File: src/rtl/rf_pkg.sv
// rf_pkg: shared types and constants for the multi-port register file.
//   dump_state_e    - dump sequencer states (IDLE, RUN, DONE)
//   ZERO_REG        - index of the hardwired-zero register
//   DEF_LINK_REG    - default register that receives the link offset on write
//   DEF_LINK_OFFSET - default value added to write data for the link register
package rf_pkg;

    typedef enum logic [1:0] {
        IDLE = 2'd0,
        RUN  = 2'd1,
        DONE = 2'd2
    } dump_state_e;

    localparam int unsigned ZERO_REG        = 0;
    localparam int unsigned DEF_LINK_REG    = 31;
    localparam int unsigned DEF_LINK_OFFSET = 4;

endpackage

File: src/rtl/rf_multiport_if.sv
// rf_multiport_if: read/write/dump bus of the multi-port register file.
//   ra, rd                  - NREAD packed read address / read data lanes
//   we, wa, wd              - single write port
//   dump_start              - request a full-register dump
//   dump_busy/valid/done    - dump sequence status
//   dump_idx, dump_data     - register being streamed out and its contents
// master = decode/writeback side, slave = register file.
interface rf_multiport_if #(
    parameter int unsigned DW    = 32,
    parameter int unsigned AW    = 5,
    parameter int unsigned NREAD = 2
) ();

    logic [NREAD*AW-1:0] ra;
    logic [NREAD*DW-1:0] rd;
    logic                we;
    logic [AW-1:0]       wa;
    logic [DW-1:0]       wd;
    logic                dump_start;
    logic                dump_busy;
    logic                dump_valid;
    logic [AW-1:0]       dump_idx;
    logic [DW-1:0]       dump_data;
    logic                dump_done;

    modport master (
        output ra, we, wa, wd, dump_start,
        input  rd, dump_busy, dump_valid, dump_idx, dump_data, dump_done
    );

    modport slave (
        input  ra, we, wa, wd, dump_start,
        output rd, dump_busy, dump_valid, dump_idx, dump_data, dump_done
    );

endinterface

File: src/rtl/rf_dump_ctrl.sv
// rf_dump_ctrl: sequencer that walks every register index once per dump.
//   clk, rst  - clock, synchronous active-high reset
//   start_i   - dump request, honoured only in IDLE
//   busy_o    - sequence in progress (RUN or DONE)
//   valid_o   - idx_o names a register being dumped this cycle
//   done_o    - one-cycle pulse following the last index
//   idx_o     - current index, 0 outside RUN
module rf_dump_ctrl
    import rf_pkg::*;
#(
    parameter int unsigned AW = 5
) (
    input  logic          clk,
    input  logic          rst,
    input  logic          start_i,
    output logic          busy_o,
    output logic          valid_o,
    output logic          done_o,
    output logic [AW-1:0] idx_o
);

    localparam logic [AW-1:0] LAST_IDX = '1;

    dump_state_e   state_q, state_d;
    logic [AW-1:0] idx_q, idx_d;
    logic          busy_q, valid_q, done_q;

    // State, index and status flags; status is decoded from the next state
    // so that every output comes straight from a flop.
    always_ff @(posedge clk) begin
        if (rst) begin
            state_q <= IDLE;
            idx_q   <= '0;
            busy_q  <= 1'b0;
            valid_q <= 1'b0;
            done_q  <= 1'b0;
        end else begin
            state_q <= state_d;
            idx_q   <= idx_d;
            busy_q  <= (state_d != IDLE);
            valid_q <= (state_d == RUN);
            done_q  <= (state_d == DONE);
        end
    end

    // Next state; idx returns to 0 on leaving RUN so it reads 0 when idle.
    always_comb begin
        state_d = state_q;
        idx_d   = idx_q;
        unique case (state_q)
            IDLE: begin
                if (start_i) begin
                    state_d = RUN;
                    idx_d   = '0;
                end
            end
            RUN: begin
                if (idx_q == LAST_IDX) begin
                    state_d = DONE;
                    idx_d   = '0;
                end else begin
                    idx_d = idx_q + AW'(1);
                end
            end
            DONE: begin
                state_d = IDLE;
            end
            default: begin
                state_d = IDLE;
                idx_d   = '0;
            end
        endcase
    end

    assign busy_o  = busy_q;
    assign valid_o = valid_q;
    assign done_o  = done_q;
    assign idx_o   = idx_q;

endmodule

File: src/rtl/rf_multiport.sv
// rf_multiport: 2**AW x DW register file with NREAD combinational read ports,
// one write port, hardwired-zero register 0, optional write-to-read bypass,
// link-register write offset, synchronous clear and a streaming dump port.
//   clk, rst - clock, synchronous active-high reset (clears all registers)
//   rf_if    - read/write/dump bus (slave side)
// LINK_REG must be below 2**AW.
module rf_multiport
    import rf_pkg::*;
#(
    parameter int unsigned DW          = 32,
    parameter int unsigned AW          = 5,
    parameter int unsigned NREAD       = 2,
    parameter int unsigned LINK_REG    = DEF_LINK_REG,
    parameter int unsigned LINK_OFFSET = DEF_LINK_OFFSET,
    parameter bit          BYPASS      = 1'b1
) (
    input  logic           clk,
    input  logic           rst,
    rf_multiport_if.slave  rf_if
);

    localparam int unsigned   DEPTH  = 2**AW;
    localparam logic [AW-1:0] LINK_A = AW'(LINK_REG);
    localparam logic [AW-1:0] ZERO_A = AW'(ZERO_REG);
    localparam logic [DW-1:0] OFFSET = DW'(LINK_OFFSET);

    logic [DW-1:0]       mem_q [DEPTH];
    logic [DW-1:0]       wv_c;
    logic                wr_en_c;
    logic [NREAD*DW-1:0] rd_c;
    logic [AW-1:0]       dump_idx_c;

    // Value actually stored: link register gets the offset added (mod 2**DW).
    assign wv_c    = (rf_if.wa == LINK_A) ? rf_if.wd + OFFSET : rf_if.wd;
    assign wr_en_c = rf_if.we && (rf_if.wa != ZERO_A);

    // Storage; clear wins over a same-edge write.
    always_ff @(posedge clk) begin
        if (rst) begin
            for (int i = 0; i < DEPTH; i++) begin
                mem_q[i] <= '0;
            end
        end else if (wr_en_c) begin
            mem_q[rf_if.wa] <= wv_c;
        end
    end

    // Read ports: zero register first, then same-cycle bypass, then storage.
    for (genvar k = 0; k < NREAD; k++) begin : g_read
        logic [AW-1:0] ra_c;
        logic          hit_c;
        assign ra_c  = rf_if.ra[k*AW +: AW];
        assign hit_c = BYPASS && rf_if.we && (ra_c == rf_if.wa);
        assign rd_c[k*DW +: DW] = (ra_c == ZERO_A) ? '0
                                : hit_c            ? wv_c
                                :                    mem_q[ra_c];
    end

    assign rf_if.rd = rd_c;

    rf_dump_ctrl #(
        .AW (AW)
    ) u_dump_ctrl (
        .clk     (clk),
        .rst     (rst),
        .start_i (rf_if.dump_start),
        .busy_o  (rf_if.dump_busy),
        .valid_o (rf_if.dump_valid),
        .done_o  (rf_if.dump_done),
        .idx_o   (dump_idx_c)
    );

    // Dump shows stored contents only, never the bypassed write value.
    assign rf_if.dump_idx  = dump_idx_c;
    assign rf_if.dump_data = rf_if.dump_valid ? mem_q[dump_idx_c] : '0;

endmodule

File: src/flat_wrapper.sv
// flat-port wrapper written by rule: the top's interface ports become plain ports
module rf_multiport_flat import rf_pkg::*;
#(
    parameter int unsigned DW          = 32,
    parameter int unsigned AW          = 5,
    parameter int unsigned NREAD       = 2,
    parameter int unsigned LINK_REG    = DEF_LINK_REG,
    parameter int unsigned LINK_OFFSET = DEF_LINK_OFFSET,
    parameter bit          BYPASS      = 1'b1
)
  (clk, rst, rf_if_ra, rf_if_we, rf_if_wa, rf_if_wd, rf_if_dump_start, rf_if_rd, rf_if_dump_busy, rf_if_dump_valid, rf_if_dump_idx, rf_if_dump_data, rf_if_dump_done);
  rf_multiport_if #(.DW(DW), .AW(AW), .NREAD(NREAD)) rf_if_i ();
  input  logic clk;
  input  logic rst;
  input wire logic [$bits(rf_if_i.ra)-1:0] rf_if_ra;
  input wire logic [$bits(rf_if_i.we)-1:0] rf_if_we;
  input wire logic [$bits(rf_if_i.wa)-1:0] rf_if_wa;
  input wire logic [$bits(rf_if_i.wd)-1:0] rf_if_wd;
  input wire logic [$bits(rf_if_i.dump_start)-1:0] rf_if_dump_start;
  output wire logic [$bits(rf_if_i.rd)-1:0] rf_if_rd;
  output wire logic [$bits(rf_if_i.dump_busy)-1:0] rf_if_dump_busy;
  output wire logic [$bits(rf_if_i.dump_valid)-1:0] rf_if_dump_valid;
  output wire logic [$bits(rf_if_i.dump_idx)-1:0] rf_if_dump_idx;
  output wire logic [$bits(rf_if_i.dump_data)-1:0] rf_if_dump_data;
  output wire logic [$bits(rf_if_i.dump_done)-1:0] rf_if_dump_done;
  assign rf_if_i.ra = rf_if_ra;
  assign rf_if_i.we = rf_if_we;
  assign rf_if_i.wa = rf_if_wa;
  assign rf_if_i.wd = rf_if_wd;
  assign rf_if_i.dump_start = rf_if_dump_start;
  assign rf_if_rd = rf_if_i.rd;
  assign rf_if_dump_busy = rf_if_i.dump_busy;
  assign rf_if_dump_valid = rf_if_i.dump_valid;
  assign rf_if_dump_idx = rf_if_i.dump_idx;
  assign rf_if_dump_data = rf_if_i.dump_data;
  assign rf_if_dump_done = rf_if_i.dump_done;
  rf_multiport #(.DW(DW), .AW(AW), .NREAD(NREAD), .LINK_REG(LINK_REG), .LINK_OFFSET(LINK_OFFSET), .BYPASS(BYPASS)) u_core (.clk(clk), .rst(rst), .rf_if(rf_if_i));
endmodule
File: config.mk
export PLATFORM = sky130hd
export DESIGN_NAME = rf_multiport_flat
export DESIGN_NICKNAME = d
export VERILOG_FILES = /design/src/rtl/rf_pkg.sv /design/src/rtl/rf_multiport_if.sv /design/src/rtl/rf_dump_ctrl.sv /design/src/rtl/rf_multiport.sv /design/src/flat_wrapper.sv
export SDC_FILE = /design/constraint.sdc
export NUM_CORES = 2
export LEC_CHECK = 0
export ABC_AREA = 0
export BUFFER_PORTS_ARGS = -buffer_cell sky130_fd_sc_hd__clkbuf_2
export CORE_MARGIN = 3
export CORE_UTILIZATION = 40
export CTS_CLUSTER_DIAMETER = 30
export DETAILED_ROUTE_END_ITERATION = 6
export GPL_ROUTABILITY_DRIVEN = 0
export PLACE_DENSITY = 0.66
export SLEW_MARGIN = 20
export SYNTH_ARGS = -nofsm -noshare
export SYNTH_HDL_FRONTEND = slang
export SYNTH_SLANG_ARGS = --single-unit
File: constraint.sdc
create_clock -name clk -period 2.29 [get_ports clk]
set_input_delay 0.1145 -clock clk [delete_from_list [all_inputs] [get_ports clk]]
set_output_delay 0.1145 -clock clk [all_outputs]
set_load 0.005 [all_outputs]
==> results_tabular.tex <==
\begin{tabular}{lr}
\hline
Metric & Value \\
\hline
\multicolumn{2}{l}{\textbf{Synth}} \\
Total of warnings raised by yosys & 0 \\
Synthesized-area fraction occupied by xor and xnor cells & 0.580\% \\
Post-synthesis simple-gate area fraction & 9.58\% \\
Post-synth top area share & 50.0\% \\
Combinational family with the most area after synthesis & multiplexers \\
Number of flops mapped to enable cells by yosys & 1024 \\
Cell area after synthesis & 0.0615 mm\^{}2 \\
Cell variety after synth & 61 \\
Synthesized area per cell & 14.5 um\^{}2 \\
Share of synthesized flip-flops with an asynchronous set or reset & 0\% \\
Gate count after technology mapping & 4226 \\
Adder-cell area share of the yosys netlist & 0.0611\% \\
Portion of netlist area occupied by mux cells & 30.9\% \\
Prevailing post-synth register cell & edfxtp\_1 \\
Part of the Yosys area used for sequential elements & 50.5\% \\
Synth Register Bits & 1039 \\
Yosys top cell by area & edfxtp\_1 \\
Dominant cells by area after synthesis & edfxtp\_1 (50\%), mux4\_2 (31\%), nor2\_1 (6.5\%), clkbuf\_1 (1.5\%), nand2\_1 (1.1\%) \\
Post-synthesis compound-gate area fraction & 4.62\% \\
\multicolumn{2}{l}{\textbf{STA}} \\
Post-route clock skew & 0.00427 ns \\
Setup violation total in the final timing report & 96 \\
Fmax & 296 MHz \\
Final hold violations & 0 \\
Fin crit period & 3.37 ns \\
Final clock period utilization by the worst path & 147\% \\
Slew HR & 36.6\% \\
RSZ-0062 raised after global routing & true \\
Worst Slack Setup Final & -1.08 ns \\
Slew Limit Fails & 0 \\
Least-Margin Pin Slew & 0.946 ns \\
\multicolumn{2}{l}{\textbf{Placed design}} \\
Dpl cells & 6561 \\
Port Buf Inserts & 154 \\
Post-detail-place hpwl & 168 mm \\
\multicolumn{2}{l}{\textbf{Setup path}} \\
Most frequent cell on the critical path & buf\_12 \\
CP Buf/Inv Count & 4 \\
Worst path top cell family by delay & multiplexers \\
Maximum fanout along the worst path & 12 \\
Kind of end point of the critical path & primary output \\
Slowest CP cell & mux4\_2 \\
List of cells traversed by the critical path & buf\_12 -> buf\_12 -> buf\_12 -> mux4\_2 -> mux4\_2 -> a22o\_4 -> clkbuf\_2 \\
Startpoint-to-endpoint class of the critical path & flop to primary output \\
Reg-to-reg startpoint & u\_core.u\_dump\_ctrl.idx\_o[0] \\
CP peak stage delay & 0.56 ns \\
Path depth of the worst reg2reg path & 6 \\
Worst EP arrival & 3.26 ns \\
Critical path data required time & 2.18 ns \\
Critical path startpoint category & flop \\
Reg-to-reg setup timing slack & 0.26 ns \\
\multicolumn{2}{l}{\textbf{Min path}} \\
Classification of the worst-slack hold path & input pin to flop \\
Depth of the worst hold-timing path & 5 \\
Hold\_sp & rf\_if\_wd[18] \\
Terminating pin of the worst hold path & u\_core.mem\_q[12][18] \\
\multicolumn{2}{l}{\textbf{Floorplan}} \\
Number of primary I/O pins & 155 \\
Die Wd & 398 um \\
Cell row count & 143 \\
Total Die Area & 0.158 mm\^{}2 \\
Floorplan Core Area & 0.152 mm\^{}2 \\
Starting density of the core & 40.4\% \\
Vert. Die Dim & 398 um \\
\multicolumn{2}{l}{\textbf{Clock tree}} \\
TritonCTS Buffers & 213 \\
Clock tree root driver cell & clkbuf\_16 \\
Clock slew at the register clock pins of the worst setup and hold paths & 0.05 ns \\
Clock tree from TritonCTS & done \\
Clk buf depth & 3 \\
Clock latency on the worst-skew pair & 0.85 ns \\
Deepest level of the CTS H-tree & 4 \\
CTS sink cnt & 1039 \\
\multicolumn{2}{l}{\textbf{Detailed routing}} \\
Antenna Violating Nets Remaining & 0 \\
Average routed wire per standard cell & 38.0 um \\
Routed metal-1 wire length & 82.6 mm \\
Number of vias per cell & 7.10 \\
Final Routed Wirelength & 266 mm \\
DRC Markers & 49 \\
Total met3 wirelength after detailed routing & 52.2 mm \\
Uppermost metal layer occupied by signal nets & met5 \\
Iteration-0 DRC Markers & 10200 \\
Number of optimization iterations in the first detailed-route pass & 7 \\
Routed length on met2 & 110 mm \\
Via count of the routed design & 49800 \\
\multicolumn{2}{l}{\textbf{Finish}} \\
Utilization after layout & 52.3\% \\
Number of fill cells in the layout & 12100 \\
P\&R area growth vs syn & 29.6\% \\
Post-Layout Cell Count & 7015 \\
Post-layout net count & 4841 \\
Fraction of layout cells with a size suffix above 1 & 47.3\% \\
Sequential cell area & 0.0311 mm\^{}2 \\
Multi-input gate area & 0.0303 mm\^{}2 \\
\multicolumn{2}{l}{\textbf{Global route}} \\
Maximum number of pins on one net before global-route repair & 43 \\
Overflow left after global routing & 0 \\
Vias in the first global route & 48700 \\
First-pass GRT wire length & 366 mm \\
Antenna violations before repair & 19 \\
Global Route Usage Sum & 33.2\% \\
\multicolumn{2}{l}{\textbf{Power}} \\
Static leakage & 27.8 nW \\
Power density over cell area & 796 mW/mm\^{}2 \\
Worst voltage drop across the vdd grid & 0.800 mV \\
\multicolumn{2}{l}{\textbf{Run status}} \\
Violations in the final reports & design-rule violations, negative setup slack \\
Status & finished, violations left \\
\multicolumn{2}{l}{\textbf{Job}} \\
Max Cap Violations & 0 \\
\hline
\end{tabular}
[worst max path at each step]
stage	from	to	depth (start not counted)
floorplan	flop	rf_if_dump_data[0]	5
global placement	rf_if_wa[4]	rf_if_rd[11]	11
detailed placement	rf_if_wa[4]	rf_if_rd[11]	12
CTS	flop	rf_if_dump_data[27]	9
global route	flop	rf_if_dump_data[19]	7
finish	flop	rf_if_dump_data[15]	7
[report_power, final]
| part | total [mW] | internal (mW) | switching, mW | leakage (nW) |
|---|---|---|---|---|
| clock | 30.9 | 19.8 | 11.2 | 3.44 |
| combinational | 9.68 | 4.54 | 5.13 | 14.5 |
| sequential | 22.8 | 22.0 | 0.800 | 9.87 |
| total | 63.4 | 46.3 | 17.1 | 27.8 |
[per-stage QoR]
step	instance area (um^2)	total power [mW]	TNS [ns]	worst slack (ns)	hold slack [ns]
2_1_floorplan	61600	27.7	0	0.179	0.295
3_3_place_gp	70000	31.5	-42.73	-0.848	0.399
3_5_place_dp	70000	31.6	-41.26	-0.752	0.433
4_1_cts	79200	62.9	-59.83	-1.12	0.00634
5_1_grt	79600	64.6	-62.80	-1.13	0.0432
6_report	79700	63.4	-58.49	-1.08	0.0356
[synthesized netlist by cell type, types with 3 or more instances]
cell,number
and3b_1,4
edfxtp_1,1024
nor2b_1,16
nand2b_1,44
a221o_1,29
nand2_1,183
o221ai_1,22
nor2_1,1067
nand3_1,25
xor2_1,19
mux2i_1,12
nand4_1,7
a211oi_1,40
buf_4,44
dfxtp_1,15
xnor2_1,18
or2_2,5
nor3_2,9
a22o_1,71
a31oi_1,6
buf_1,25
buf_2,124
nor3b_1,3
nor4_1,5
a221oi_1,3
a21oi_1,57
or3_1,4
buf_6,21
o211ai_1,4
a21boi_0,3
o22ai_1,39
and3_1,12
clkbuf_1,253
a22oi_1,89
or4_1,3
inv_1,9
ha_1,3
nor3_1,30
and2_1,7
mux4_2,838
o21ai_0,7
[flip-flops by register name, indices dropped and copies added, names as in the netlist, named ones only]
name	count
u_core.mem_q	1024
u_core.u_dump_ctrl.idx_o	5
u_core.u_dump_ctrl.state_q	2
u_core.u_dump_ctrl.busy_o	1
u_core.u_dump_ctrl.done_o	1
u_core.u_dump_ctrl.valid_o	1
[placed cells by master (no fill, tap or decap), types with 20 or more instances in the layout]
cell / n
clkinvlp_4: 29
clkbuf_16: 220
a221o_1: 29
clkinv_1: 31
inv_6: 23
nand3_1: 21
a211oi_2: 30
clkbuf_2: 128
a22oi_1: 35
buf_4: 394
a22oi_2: 54
nand2_1: 127
buf_12: 189
mux4_2: 838
nand2b_2: 31
nor3_2: 32
a21oi_2: 25
bufinv_16: 21
a21oi_1: 31
nand2_2: 53
edfxtp_1: 1024
clkbuf_1: 21
clkinv_4: 20
conb_1: 32
a22o_1: 54
clkinv_2: 27
nor2_1: 1054
[routing by layer]
metal  GRT usage [%]  vias up
met1            40.9    24600
met5           0.246        -
met4            20.7       12
met3            16.7     1313
met2            46.3     5819
li1                -    18100
[cells by family (layout without fill, tap and decap cells)]
group | count (synthesis) | after routing
simple gates | 1434 | 1434
flops | 1039 | 1039
mux | 852 | 852
buf+inv | 478 | 1195
compound gates | 380 | 380
xor+xnor | 39 | 39
fa+ha+maj | 3 | 3
other cells | 1 | 43
[what timing repair did]
item	4_1_cts	5_1_grt
hold endpoints to repair	177	0
endpoints found under the setup margin	96	96
hold buffers	14	0
pin swaps	175	68
resized for setup	293	92
buffers inserted	29	13
gates cloned	11	4
[tightest hold or removal path: cells and delay by family]
family	cells	cell delay, ns
buffers and inverters	3	0.41
and+or+nand+nor	1	0.10
xor gates and xnor gates	1	0.13
[cell type report]
cell class                 instances  area share [%]
timing repair buffer             783            10.6
clock inverter                   165            2.17
multi-input combinational       2740            38.1
inverter                          10          0.0471
clock buffer                     237            6.88
antenna                           11          0.0346
tap                             2030            3.19
sequential                      1039            39.0
Power figures use the tool's default switching activity.
